**config.mk**
```make
export PLATFORM = sky130hd
export DESIGN_NAME = seq_shift_add_multiplier
export DESIGN_NICKNAME = d
export VERILOG_FILES = /design/src/rtl/seq_shift_add_multiplier.sv
export SDC_FILE = /design/constraint.sdc
export NUM_CORES = 1
export LEC_CHECK = 0
export CELL_PAD_IN_SITES_DETAIL_PLACEMENT = 1
export CELL_PAD_IN_SITES_GLOBAL_PLACEMENT = 1
export CORE_ASPECT_RATIO = 1.4
export CORE_MARGIN = 2
export CORE_UTILIZATION = 47
export DETAILED_ROUTE_END_ITERATION = 8
export DONT_BUFFER_PORTS = 1
export PLACE_DENSITY_LB_ADDON = 0.12
export SLEW_MARGIN = 10
export SYNTH_ARGS = -nofsm -noshare
export SYNTH_HDL_FRONTEND = slang
export SYNTH_SLANG_ARGS = --single-unit
```
**constraint.sdc**
```tcl
create_clock -name clk -period 2.1 [get_ports clk]
set_input_delay 0.105 -clock clk [delete_from_list [all_inputs] [get_ports clk]]
set_output_delay 0.105 -clock clk [all_outputs]
set_load 0.01 [all_outputs]
```
**src/rtl/seq_shift_add_multiplier.sv**
```systemverilog
// seq_shift_add_multiplier: unsigned shift-add multiplier, one partial-product step per clock
module seq_shift_add_multiplier #(
    parameter int WIDTH = 8
) (
    input  logic               clk,
    input  logic               rst,
    input  logic               start_i,
    input  logic [WIDTH-1:0]   multiplicand_i,
    input  logic [WIDTH-1:0]   multiplier_i,
    output logic               busy_o,
    output logic               done_o,
    output logic [2*WIDTH-1:0] product_o
);
    localparam int CW = $clog2(WIDTH + 1);
    typedef enum logic [1:0] {IDLE, RUN, DONE} state_t;
    state_t             state_q, state_d;
    logic [WIDTH-1:0]   a_q, a_d, q_q, q_d, acc_q, acc_d;
    logic               c_q, c_d;
    logic [CW-1:0]      cnt_q, cnt_d;
    logic [WIDTH:0]     sum;
    logic [2*WIDTH-1:0] product_q, product_d;
    logic               busy_q, busy_d, done_q, done_d;
    // next state: load on accept, add-then-shift {C,ACC,Q} each RUN cycle, capture product entering DONE
    always_comb begin
        state_d   = state_q;
        a_d       = a_q;
        q_d       = q_q;
        acc_d     = acc_q;
        c_d       = c_q;
        cnt_d     = cnt_q;
        product_d = product_q;
        sum       = q_q[0] ? {1'b0, acc_q} + {1'b0, a_q} : {1'b0, acc_q};
        case (state_q)
            IDLE: if (start_i) begin
                state_d = RUN;
                a_d     = multiplicand_i;
                q_d     = multiplier_i;
                acc_d   = '0;
                c_d     = 1'b0;
                cnt_d   = '0;
            end
            RUN: begin
                {c_d, acc_d, q_d} = {1'b0, sum, q_q[WIDTH-1:1]};
                cnt_d = cnt_q + 1'b1;
                if (cnt_d == CW'(WIDTH)) begin
                    state_d   = DONE;
                    product_d = {acc_d, q_d};
                end
            end
            DONE:    state_d = IDLE;
            default: state_d = IDLE;
        endcase
        busy_d = state_q == RUN;
        done_d = state_q == DONE;
    end
    // state and registered outputs; reset aborts any operation in flight
    always_ff @(posedge clk) begin
        if (rst) begin
            state_q   <= IDLE;
            a_q       <= '0;
            q_q       <= '0;
            acc_q     <= '0;
            c_q       <= 1'b0;
            cnt_q     <= '0;
            product_q <= '0;
            busy_q    <= 1'b0;
            done_q    <= 1'b0;
        end else begin
            state_q   <= state_d;
            a_q       <= a_d;
            q_q       <= q_d;
            acc_q     <= acc_d;
            c_q       <= c_d;
            cnt_q     <= cnt_d;
            product_q <= product_d;
            busy_q    <= busy_d;
            done_q    <= done_d;
        end
    end
    assign busy_o    = busy_q;
    assign done_o    = done_q;
    assign product_o = product_q;
endmodule

```
## Word-level counts from Yosys, hierarchy flattened

Index checks and enable logic that the tools add are counted.

- Multipliers: 0
- Shifts and indexed selects: 0
- $add $sub $neg: 2
- Order comparisons: 0
- Divide/modulo/power cells: 0
- Reduce and logical (&&, ||, !) cells: 6
- Bitwise logic cells: 0
- Muxes and demuxes: 10
- Equal/unequal tests: 5

Operators with widths:

| kind | number |
|---|---|
| case mux 8 bit (2 select lines) | 2 |
| 2-to-1 mux 8 bit | 2 |
| adder 8 x 8 -> 9 bit | 1 |
| 2-to-1 mux 9 bit | 1 |
| case mux 4 bit (2 select lines) | 1 |
| AND reduction 2 bit | 4 |
| adder 4 x 1 -> 4 bit, second input constant | 1 |
| == test 4 bit, second input constant | 1 |
| 2-to-1 mux 2 bit | 2 |
| 2-to-1 mux 4 bit | 1 |
| case mux 2 bit (2 select lines) | 1 |
| == test 2 x 1 -> 1 bit, second input constant | 1 |
| == test 2 bit, second input constant | 1 |
| zero test 2 bit | 1 |
| inequality test 2 x 1 -> 1 bit, second input constant | 1 |
| inequality test 2 bit, second input constant | 1 |
| nonzero test 2 bit | 1 |

- Memories kept: 0
- Latch bits: 0
- Output and inout bits: 18
- Logic and storage cells: 31
- ROM bits: 0
- Register bits: 48
- Memory bits (writable): 0

## Longest topological paths before layout

Gate-level depths: netlist of run 1.

- Depth after elaboration: 4
- Depth in mapped cells: 8
- Mapped depth without buffers: 7

## Least setup slack after synthesis of run 1

OpenSTA, ideal clock, no wires.

- Kind: reg-to-reg
- From: register a_q[0]
- To: register product_q[13], in the netlist product_o[13]
- Clock period less this slack: 1.953 ns
- Slack: 0.147 ns
- Cell stages (with the launch flop): 8
- Data required time: 2.022 ns
- Path buffers: 0
- Arrival: 1.875 ns
- Setup time: 0.078 ns
- Path through: dfxtp_1 -> ha_1 -> fa_1 -> a211o_1 -> and2_1 -> o311ai_1 -> nor3_1 -> nor3_1

- Cells in the longest elaborated chain, start to end: 2

RTL lines:

| item | RTL line | RTL |
|---|---|---|
| start, declared | 17 | `logic [WIDTH-1:0] a_q, a_d, q_q, q_d, acc_q, acc_d;` |
| start signal, assigned | 60 | `a_q <= '0;` |
| start signal, assigned | 70 | `a_q <= a_d;` |
| adder 8 x 8 -> 9 bit | 32 | `sum = q_q[0] ? {1'b0, acc_q} + {1'b0, a_q} : {1'b0, acc_q};` |
| 2-to-1 mux 9 bit | 32 |  |
| end signal, assigned | 75 | `product_q <= product_d;` |
| end, declared | 21 | `logic [2*WIDTH-1:0] product_q, product_d;` |

No other way between the ends.
A chain may end at the register's enable or synchronous reset.

## Final worst setup path of run 1

- From: register acc_q[0]
- To: register acc_q[3]

- Cells in the longest elaborated chain, start to end: 3

RTL lines:

| item | RTL line | RTL |
|---|---|---|
| start, declared | 17 |  |
| start signal, assigned | 62 | `acc_q <= '0;` |
| start signal, assigned | 72 | `acc_q <= acc_d;` |
| adder 8 x 8 -> 9 bit | 32 |  |
| 2-to-1 mux 9 bit | 32 |  |
| case mux 8 bit (2 select lines) | 33 | `case (state_q)` |

No other way between the ends.

==> results of run 1 <==
[timing repair]
| item | in CTS | in global routing |
|---|---|---|
| endpoints found under the setup margin | 5 | 5 |
| resized for setup | 7 | 6 |
| hold buffers | 16 | 0 |
| endpoints found under the hold margin | 37 | 0 |
| buffers inserted | 0 | 0 |
| pin swaps | 2 | 2 |
[per-stage QoR]
step           cell area (µm²)  hold WS [ns]  power [µW]
2_1_floorplan             2230         0.252        1110
3_3_place_gp              2350         0.180        1150
3_5_place_dp              2350         0.181        1160
4_1_cts                   2690        0.0432        1960
5_1_grt                   2730        0.0436        2030
6_report                  2730        0.0377        1960
[layer usage]
metal	up-vias	global-route usage	part of all wire
li1	935	-	-
met3	11	0.0459	0.037
met4	0	0.0869	0.020
met2	40	0.441	0.54
met5	-	0	0
met1	971	0.273	0.40
[cell type report]
type	count	area share
well taps	62	0.0285
clock inverters	2	0.0220
multi-input cells	188	0.469
flip-flops and latches	48	0.353
repair buffers	28	0.100
inverters	2	0.00275
clock buffers	5	0.0253
[sequential cells by signal (all words and copies together), names as in the netlist]
name	cells
a_q	8
cnt_q	4
q_q	8
state_q	2
product_o	16
done_o	1
acc_q	8
busy_o	1
[Yosys cell counts (all sizes together), types with 2 or more instances]
master  number
dfxtp       48
nand2       42
nor2        35
mux2i       13
a21oi       12
ha           9
a211oi       8
a311oi       8
buf          8
clkbuf       6
nor2b        6
nand3b       5
o21ai        5
a22o         4
a21o         3
nand3        3
nor3         3
and2         2
inv          2
nand2b       2
nand4b       2
nor3b        2
o21a         2
o311ai       2
o31ai        2
or2          2
[cell usage in the layout (no fill, tap or decap), drive strengths merged, types with 2 or more instances in the layout]
master and count:
nor3b 2, nor3 3, o21ai 5, a22o 4
ha 9, a21o 3, or2 2, nor2b 6
o311ai 2, dlygate4sd3 15, and2 2, a211oi 8
mux2i 13, a311oi 8, nand3b 5, buf 13
dfxtp 48, inv 2, bufinv 2, a21oi 12
nand4b 2, o21a 2, nor2 35, nand2b 2
nand3 3, nand2 42, clkbuf 5, o31ai 2
[worst paths after layout]
| kind | start | to | slack, ns | depth (start not counted) |
|---|---|---|---|---|
| max | acc_q[0] | acc_q[3] | 0.08 | 7 |
| min | rst | product_o[14] | 0.04 | 3 |
| max reg2reg | acc_q[0] | acc_q[3] | 0.08 | 7 |
| min reg2reg | q_q[2] | product_o[1] | 0.48 | 2 |
[power breakdown]
part / internal (µW) / leakage [µW] / switching (µW)
clock: 469 / 0.0000642 / 314
sequential: 941 / 0.000391 / 32.6
combinational: 93.9 / 0.000608 / 114
total: 1500 / 0.00106 / 461
[worst max-delay path, delay by kind of cell, from the launching register on]
family / cells / cell delay (ns)
adder cells (fa/ha/maj): 2 / 0.58
flip-flops: 1 / 0.33
AND/OR/NAND/NOR: 2 / 0.32
AO/OA/AOI/OAI: 3 / 0.74
[kinds of logic (layout without fill, tap and decap cells)]
group	Yosys count	after routing	share of synthesized area
AO/OA/AOI/OAI	56	56	0.192
XOR/XNOR	2	2	0.00785
adder cells (fa/ha/maj)	10	10	0.0595
AND/OR/NAND/NOR	107	107	0.219
buffers and inverters	16	37	0.0320
multiplexers	13	13	0.0583
flip-flops	48	48	0.431
==> flow_summary_export.csv, run 1 <==
group,metric,value,unit
clock_tree,cts-buffers-inserted,5,
route,first_pass_iters,4,
global_route,grt_usage,0.238,
critical_path,setup.worst_path.start_class,"register",
layout,finish.utilization,0.601,
global_route,grt_first_pass_wirelength,9980,µm
yosys,yosysUniqueCellTypes,49,
sta,hold_violations,0,
layout,nFillCells,526,
route,drt_wl_total,6120,µm
yosys,synth_top_cell_area_share,0.431,
route,first_iter_violations,136,
yosys,synth_enable_flop_cells,0,
route,vias,1957,
yosys,synth_seq_cells,48,
layout,synthToLayoutAreaGrowth,22.2,%
global_route,antenna_found_initial,0,
yosys,synth_area_per_cell,8.85,µm²
yosys,synth_flop_cell,"sky130_fd_sc_hd__dfxtp_1",
floorplan,die_y,85.5,µm
global_route,grt_max_degree,38,
yosys,postSynthNetCount,281,
layout,multi_input_area,0.00128,mm²
clock_tree,clk_path_buf_depth,2,
status,run_status,"finished clean",
hold_path,hp-class,"input port to register",
yosys,gate_count_of_the_mapped_netlist,252,
yosys,synth_area_leaders,"sky130_fd_sc_hd__dfxtp_1, sky130_fd_sc_hd__nand2_1, sky130_fd_sc_hd__nor2_1",
sta,max_freq,0.496,GHz
yosys,synth_sequential_area_ratio,0.431,
yosys,post_synth_instance_area,0.00223,mm²
clock_tree,htree_levels,2,
place,numPortBuffers,0,
place,globalplace.congestion,0.816,
floorplan,floorplan.io_pins,37,
layout,final_nets,302,
place,estimated_wirelength_of_the_detail_placed_design,3910,µm
floorplan,initial_utilization,0.492,
critical_path,crit_path_max_fanout,4,
yosys,synthArstFlopShare,0,
route,via_per_inst,5.84,
floorplan,die_width,62.2,µm
layout,area.sequential,961,µm²
clock_tree,clkTransAtPathRegs,0.09,ns
power,power_density,721,mW/mm²
layout,antenna_diode_count,0,
floorplan,core.rowCount,29,
sta,fin_ws,0.0844,ns
sta,clock-skew-final,0.0120,ns
critical_path,worst_path_max_delay_cell,"sky130_fd_sc_hd__fa_2",
sta,final_min_period_over_clock_period,0.960,
clock_tree,cts.sinks,48,
route,post-route-drc-count,0,
sta,minimum_clock_period_after_layout,2.02,ns
floorplan,core_box_area,0.00454,mm²
route,wl_per_cell,18.3,µm
global_route,vias_in_the_first_global_route,2101,
critical_path,critical_path_arrival,2.27,ns
critical_path,crit_required,2.35,ns
route,antenna_violating_nets_post_route,0,
critical_path,crit_type,"register to register",
sta,tightestPinTransition,0.509,ns
power,power.static_leakage,0.00106,µW
yosys,yosysTopAreaCell,"sky130_fd_sc_hd__dfxtp_1",
critical_path,timing.critical_path.cells,"ha_2 > fa_2 > a211o_4 > and2_4 > o31ai_4 > o21bai_1 > nor2b_2",
clock_tree,clock-root-buffer,"sky130_fd_sc_hd__clkbuf_8",
flow_run,max_capacitance_violation_count,0,
sta,setup_repair_after_global_routing_missed_its_margin,"false",
yosys,synth.yosys.warnings,0,
layout,post_route_cells_drive_above_1_share,0.136,
clock_tree,tritoncts_clock_tree,"done",
place,placement_setup_slack,-0.0746,ns
floorplan,die_area,0.00532,mm²
critical_path,end_kind,"register",
clock_tree,insertion_delay,0.31,ns
sta,final_max_slew_viol_count,0,
sta,max_slew_margin,0.656,
global_route,grt-ovfl-total,0,
power,peakVddDrop,0.406,mV
place,numPlacedInstances,312,
layout,layout.cells.non_filler,335,
sta,timing.final.setup_violations,0,
sta,setup-tns-final,0,ns
critical_path,worst_path_largest_cell_delay,0.38,ns
Note: power is estimated with default switching activity, not from simulation.
==> run 2, diff against run 1 <==
--- a/config.mk
+++ b/config.mk
@@ -8,11 +8,11 @@
 export CELL_PAD_IN_SITES_DETAIL_PLACEMENT = 1
 export CELL_PAD_IN_SITES_GLOBAL_PLACEMENT = 1
 export CORE_ASPECT_RATIO = 1.4
-export CORE_MARGIN = 2
 export CORE_UTILIZATION = 47
 export DETAILED_ROUTE_END_ITERATION = 8
 export DONT_BUFFER_PORTS = 1
 export PLACE_DENSITY_LB_ADDON = 0.12
+export SETUP_SLACK_MARGIN = 0.05
 export SLEW_MARGIN = 10
 export SYNTH_ARGS = -nofsm -noshare
 export SYNTH_HDL_FRONTEND = slang
==> flow_summary_export.csv, run 2 (synthesis results as in run 1) <==
group,metric,value,unit
route,wl_per_cell,17.4,µm
route,antenna_violating_nets_post_route,0,
sta,minimum_clock_period_after_layout,2.01,ns
layout,antenna_diode_count,0,
layout,largest_reg_flops,16,
sta,tightestPinTransition,0.690,ns
sta,max_freq,0.498,GHz
layout,finish.utilization,0.580,
layout,final_common_cell,"sky130_fd_sc_hd__dfxtp_1",
sta,setup-tns-final,0,ns
critical_path,critical_path_arrival,2.21,ns
global_route,antenna_found_initial,0,
place,estimated_wirelength_of_the_detail_placed_design,3820,µm
sta,max_slew_margin,0.538,
route,drt_wl_total,5780,µm
global_route,grt-ovfl-total,0,
global_route,vias_in_the_first_global_route,1909,
power,power_density,666,mW/mm²
critical_path,setup.worst_path.start_class,"register",
layout,most_frequent_cells_in_the_layout,"sky130_fd_sc_hd__dfxtp_1, sky130_fd_sc_hd__nand2_1, sky130_fd_sc_hd__nor2_1",
status,run_status,"finished clean",
layout,nFillCells,527,
clock_tree,clk_path_buf_depth,2,
sta,fin_hold_ws,0.0314,ns
place,numPortBuffers,0,
sta,final_min_period_over_clock_period,0.957,
clock_tree,cts-buffers-inserted,5,
clock_tree,clkTransAtPathRegs,0.09,ns
clock_tree,htree_levels,2,
sta,final_max_slew_viol_count,0,
route,via_per_inst,5.73,
floorplan,floorplan.io_pins,37,
route,post-route-drc-count,0,
floorplan,die_width,60.2,µm
critical_path,crit_path_max_fanout,4,
clock_tree,clock-root-buffer,"sky130_fd_sc_hd__clkbuf_8",
layout,synthToLayoutAreaGrowth,17.9,%
clock_tree,insertion_delay,0.30,ns
floorplan,core.rowCount,29,
global_route,grt_usage,0.242,
place,placement_setup_slack,-0.0326,ns
critical_path,crit_type,"register to register",
sta,timing.final.setup_violations,0,
flow_run,max_capacitance_violation_count,0,
floorplan,die_y,83.5,µm
floorplan,die_area,0.00503,mm²
sta,hold_violations,0,
floorplan,core_box_area,0.00454,mm²
global_route,grt_max_degree,38,
sta,clock-skew-final,0.00459,ns
clock_tree,tritoncts_clock_tree,"done",
sta,setup_repair_after_global_routing_missed_its_margin,"false",
layout,final_nets,299,
route,first_pass_iters,4,
floorplan,initial_utilization,0.492,
critical_path,end_kind,"register",
global_route,grt_first_pass_wirelength,9130,µm
route,first_iter_violations,79,
clock_tree,cts.sinks,48,
power,peakVddDrop,0.379,mV
sta,fin_ws,0.0904,ns
power,power.static_leakage,0.00102,µW
route,vias,1908,
layout,post_route_cells_drive_above_1_share,0.107,
critical_path,crit_required,2.30,ns
hold_path,hp-class,"input port to register",
place,globalplace.congestion,0.805,
## run 2: power by group
| part | leakage, µW | switching, µW | total [µW] | internal, µW |
|---|---|---|---|---|
| registers | 0.000391 | 33.3 | 975 | 941 |
| logic | 0.000587 | 110 | 199 | 89.1 |
| clock network | 0.0000455 | 309 | 578 | 270 |
## run 2: cell type report
type / count / area, µm² / area share
multi-input combinational: 188 / 1240 / 0.473
sequential: 48 / 961 / 0.365
timing repair buffer: 25 / 250 / 0.0951
clock buffer: 8 / 90.1 / 0.0343
tap: 62 / 77.6 / 0.0295
inverter: 2 / 7.51 / 0.00285
## run 2: worst max-delay path: stages, from the launching register on
cell and delay (ns):
sky130_fd_sc_hd__dfxtp_1 0.33, sky130_fd_sc_hd__ha_2 0.21, sky130_fd_sc_hd__fa_2 0.35, sky130_fd_sc_hd__a211o_1 0.32, sky130_fd_sc_hd__a2111oi_1 0.39, sky130_fd_sc_hd__nor3_1 0.12
sky130_fd_sc_hd__a22o_1 0.19
## run 2: layer usage
| metal | part of all wire | track usage | vias up |
|---|---|---|---|
| met4 | 0.026 | 0.101 | 0 |
| met3 | 0.034 | 0.0496 | 11 |
| met5 | 0 | 0 | - |
| met2 | 0.50 | 0.406 | 37 |
| met1 | 0.44 | 0.289 | 931 |
| li1 | - | - | 929 |
## run 2: path summary, 6_finish.rpt
kind         startpoint             to  slack [ns]  depth (start not counted)
min reg2reg      q_q[6]   product_o[5]        0.48                          2
max              a_q[0]       acc_q[7]        0.09                          6
min                 rst  product_o[14]        0.03                          3
max reg2reg      a_q[0]       acc_q[7]        0.09                          6
## run 2: per-stage QoR
stage               cell area, µm²  cells  total power [µW]
finish                        2630    333              1750
global route                  2630    333              1820
CTS                           2610    333              1750
detailed placement            2330    309              1150
global placement              2330    309              1150
floorplan                     2230    252              1110
## run 2: what timing repair did
item	CTS	global route
pin swaps	3	3
hold endpoints to repair	37	0
gates resized for setup	5	3
hold buffers	16	0
setup endpoints to repair	4	5
setup buffers	0	0
==> run 3, diff against run 2 <==
--- a/config.mk
+++ b/config.mk
@@ -5,10 +5,11 @@
 export SDC_FILE = /design/constraint.sdc
 export NUM_CORES = 1
 export LEC_CHECK = 0
+export ABC_AREA = 1
 export CELL_PAD_IN_SITES_DETAIL_PLACEMENT = 1
 export CELL_PAD_IN_SITES_GLOBAL_PLACEMENT = 1
 export CORE_ASPECT_RATIO = 1.4
-export CORE_UTILIZATION = 47
+export CORE_UTILIZATION = 45
 export DETAILED_ROUTE_END_ITERATION = 8
 export DONT_BUFFER_PORTS = 1
 export PLACE_DENSITY_LB_ADDON = 0.12
==> flow_summary_export.csv, run 3 <==
group,metric,value,unit
floorplan,core_box_area,0.00484,mm²
route,antenna_violating_nets_post_route,0,
yosys,yosysTopAreaCell,"sky130_fd_sc_hd__dfxtp_1",
floorplan,floorplan.io_pins,37,
floorplan,die_area,0.00529,mm²
sta,setup-tns-final,0,ns
yosys,synth_area_leaders,"sky130_fd_sc_hd__dfxtp_1, sky130_fd_sc_hd__nand2_1, sky130_fd_sc_hd__o21ai_0",
clock_tree,tritoncts_clock_tree,"done",
hold_path,timing.hold.worst.start,"rst",
sta,final_max_slew_viol_count,0,
clock_tree,cts_resized,0,
place,estimated_wirelength_of_the_detail_placed_design,4090,µm
critical_path,crit_required,2.29,ns
layout,synthToLayoutAreaGrowth,14.5,%
power,power.static_leakage,0.00112,µW
yosys,synth-compound-area-share,0.149,
clock_tree,cts.sinks,48,
yosys,netlist_top_cells_count,"sky130_fd_sc_hd__nand2_1, sky130_fd_sc_hd__dfxtp_1, sky130_fd_sc_hd__o21ai_0, sky130_fd_sc_hd__inv_1, sky130_fd_sc_hd__nor2_1",
yosys,synth_mux_area_frac,0,
yosys,yosys.area_share.xor_xnor,0.0189,
floorplan,initial_utilization,0.464,
yosys,synth_flop_cell,"sky130_fd_sc_hd__dfxtp_1",
critical_path,end_kind,"register",
yosys,combinational_family_with_the_most_area_after_synthesis,"simple AND/OR/NAND/NOR gates",
route,first_iter_violations,42,
global_route,antenna_found_initial,0,
yosys,post_synth_instance_area,0.00225,mm²
yosys,synth.yosys.warnings,0,
power,switching_share,0.260,
yosys,synth_seq_cells,48,
critical_path,setup.worst_path.start_class,"register",
power,clock_power_share,0.356,
route,via_per_inst,5.28,
floorplan,core.rowCount,30,
layout,most_frequent_cells_in_the_layout,"sky130_fd_sc_hd__nand2_1, sky130_fd_sc_hd__dfxtp_1, sky130_fd_sc_hd__o21ai_0",
layout,final_common_cell,"sky130_fd_sc_hd__nand2_1",
sta,minimum_clock_period_after_layout,1.77,ns
layout,final_nets,350,
sta,clock-skew-final,0.00592,ns
global_route,grt_max_degree,19,
critical_path,timing.critical_path.cells,"ha_1 > fa_1 > nand2_1 > nand2_1 > nand3b_1 > nand3_1 > nand3_1 > nand2_1 > nand2_1 > o21ai_0",
power,peakVddDrop,0.457,mV
critical_path,critical_path_depth,10,
route,drt_wl_total,5900,µm
clock_tree,insertion_delay,0.30,ns
power,power_frac_comb,0.124,
clock_tree,clock-root-buffer,"sky130_fd_sc_hd__clkbuf_8",
clock_tree,htree_levels,2,
critical_path,crit_end,"acc_q[5]",
clock_tree,clk_path_buf_depth,2,
layout,post_route_cells_drive_above_1_share,0.0776,
critical_path,setup.reg_to_reg.worst_slack,0.33,ns
flow_run,max_capacitance_violation_count,0,
floorplan,die_width,61.7,µm
layout,largest_reg_flops,16,
yosys,synthMostInstantiatedCell,"sky130_fd_sc_hd__nand2_1",
hold_path,hp-class,"input port to register",
yosys,synth_enable_flop_cells,0,
power,power_density,731,mW/mm²
critical_path,crit_type,"register to register",
power,power_report.internal_total,1390,µW
critical_path,critical_path.most_common_cell,"sky130_fd_sc_hd__nand2_1",
place,placed_cell_area,0.00231,mm²
yosys,yosys.area_share.adder,0.0590,
place,numPlacedInstances,362,
critical_path,r2r-end,"acc_q[5]",
yosys,synth_simple_gate_area_share,0.277,
route,post-route-drc-count,0,
critical_path,critical_path.n_buffers_inverters,0,
route,first_pass_iters,4,
sta,fin_hold_ws,0.0154,ns
sta,final_min_period_over_clock_period,0.845,
layout,layout.cell_area.non_filler,0.00257,mm²
route,wl_per_cell,15.3,µm
clock_tree,cts_hold_fix_bufs,16,
yosys,synth_top_cell_area_share,0.427,
yosys,postSynthNetCount,333,
critical_path,worst_r2r_startpoint,"a_q[0]",
global_route,grt_usage,0.256,
critical_path,worst_path_largest_cell_delay,0.40,ns
global_route,vias_in_the_first_global_route,2197,
clock_tree,clkTransAtPathRegs,0.09,ns
sta,setup_repair_after_global_routing_missed_its_margin,"false",
yosys,synth_area_per_cell,7.40,µm²
critical_path,r2r_cells,10,
global_route,grt-ovfl-total,0,
power,p_switching,489,µW
yosys,synth_sequential_area_ratio,0.427,
sta,hold_violations,0,
clock_tree,post-cts-setup-buffers,0,
global_route,grt_first_pass_wirelength,10000,µm
critical_path,crit_path_max_fanout,3,
place,globalplace.congestion,0.778,
place,numPortBuffers,0,
sta,max_slew_margin,0.554,
power,power.share.sequential,0.520,
critical_path,worst_path_max_delay_cell,"sky130_fd_sc_hd__fa_1",
yosys,gate_count_of_the_mapped_netlist,304,
yosys,yosysUniqueCellTypes,29,
clock_tree,cts-buffers-inserted,5,
layout,layout.cells.non_filler,386,
yosys,synthArstFlopShare,0,
status,run_status,"finished clean",
route,vias,2039,
sta,max_freq,0.564,GHz
critical_path,cp_top_family,"simple AND/OR/NAND/NOR gates",
sta,timing.final.setup_violations,0,
sta,tightestPinTransition,0.667,ns
layout,antenna_diode_count,0,
critical_path,critical_path_arrival,1.96,ns
critical_path,critPathLaunch,"a_q[0]",
floorplan,die_y,85.6,µm
run 3: layout make-up:
cell class	count	area, µm²
fill	626	2270
multi-input combinational	219	1130
sequential	48	961
timing repair buffer	20	190
inverter	27	101
tap	64	80.1
clock buffer	6	72.6
clock inverter	2	35.0
run 3: kinds of logic (layout without fill, tap and decap cells):
| family | after synthesis | in the layout |
|---|---|---|
| buffers and inverters | 37 | 55 |
| XOR/XNOR | 4 | 4 |
| flip-flops | 48 | 48 |
| AND/OR/NAND/NOR | 143 | 143 |
| AO/OA/AOI/OAI | 62 | 62 |
| adder cells (fa/ha/maj) | 10 | 10 |
run 3: worst min-delay path by stage:
| stage | slack [ns] | depth (start not counted) | endpoint |
|---|---|---|---|
| 5_1_grt | 0.03 | 3 | product_o[12] |
| 3_5_place_dp | 0.18 | 1 | product_o[0] |
| 6_report | 0.02 | 3 | product_o[12] |
| 2_1_floorplan | 0.24 | 2 | a_q[0] |
| 3_3_place_gp | 0.18 | 1 | acc_q[3] |
| 4_1_cts | 0.004 | 3 | product_o[12] |
run 3: worst register-to-register path, stage by stage (launching register included):
cell	delay [ns]
sky130_fd_sc_hd__dfxtp_1	0.32
sky130_fd_sc_hd__ha_1	0.22
sky130_fd_sc_hd__fa_1	0.40
sky130_fd_sc_hd__nand2_1	0.07
sky130_fd_sc_hd__nand2_1	0.09
sky130_fd_sc_hd__nand3b_1	0.14
sky130_fd_sc_hd__nand3_1	0.09
sky130_fd_sc_hd__nand3_1	0.11
sky130_fd_sc_hd__nand2_1	0.07
sky130_fd_sc_hd__nand2_1	0.07
sky130_fd_sc_hd__o21ai_0	0.08
run 3: routing by layer:
layer | global-route usage | up-vias | routed length, µm
li1 | - | 1027 | -
met1 | 0.283 | 967 | 2410
met2 | 0.467 | 34 | 3230
met3 | 0.0437 | 11 | 139
met4 | 0.0909 | 0 | 121
met5 | 0 | - | 0
run 3: metrics by stage:
step                      utilization  setup WS, ns  total power, µW
after floorplan                     -         0.538             1150
after global placement          0.476         0.428             1200
after detailed placement        0.476         0.355             1200
after CTS                       0.532         0.297             1890
after global routing            0.532         0.151             1970
final                           0.532         0.326             1880
run 3: power by group through the flow:
stage	Sequential [µW]	Clock [µW]	Combinational, µW
finish	978	669	233
global placement	998	0	198
floorplan	991	0	158
global route	984	713	270
detailed placement	998	0	203
CTS	978	682	235
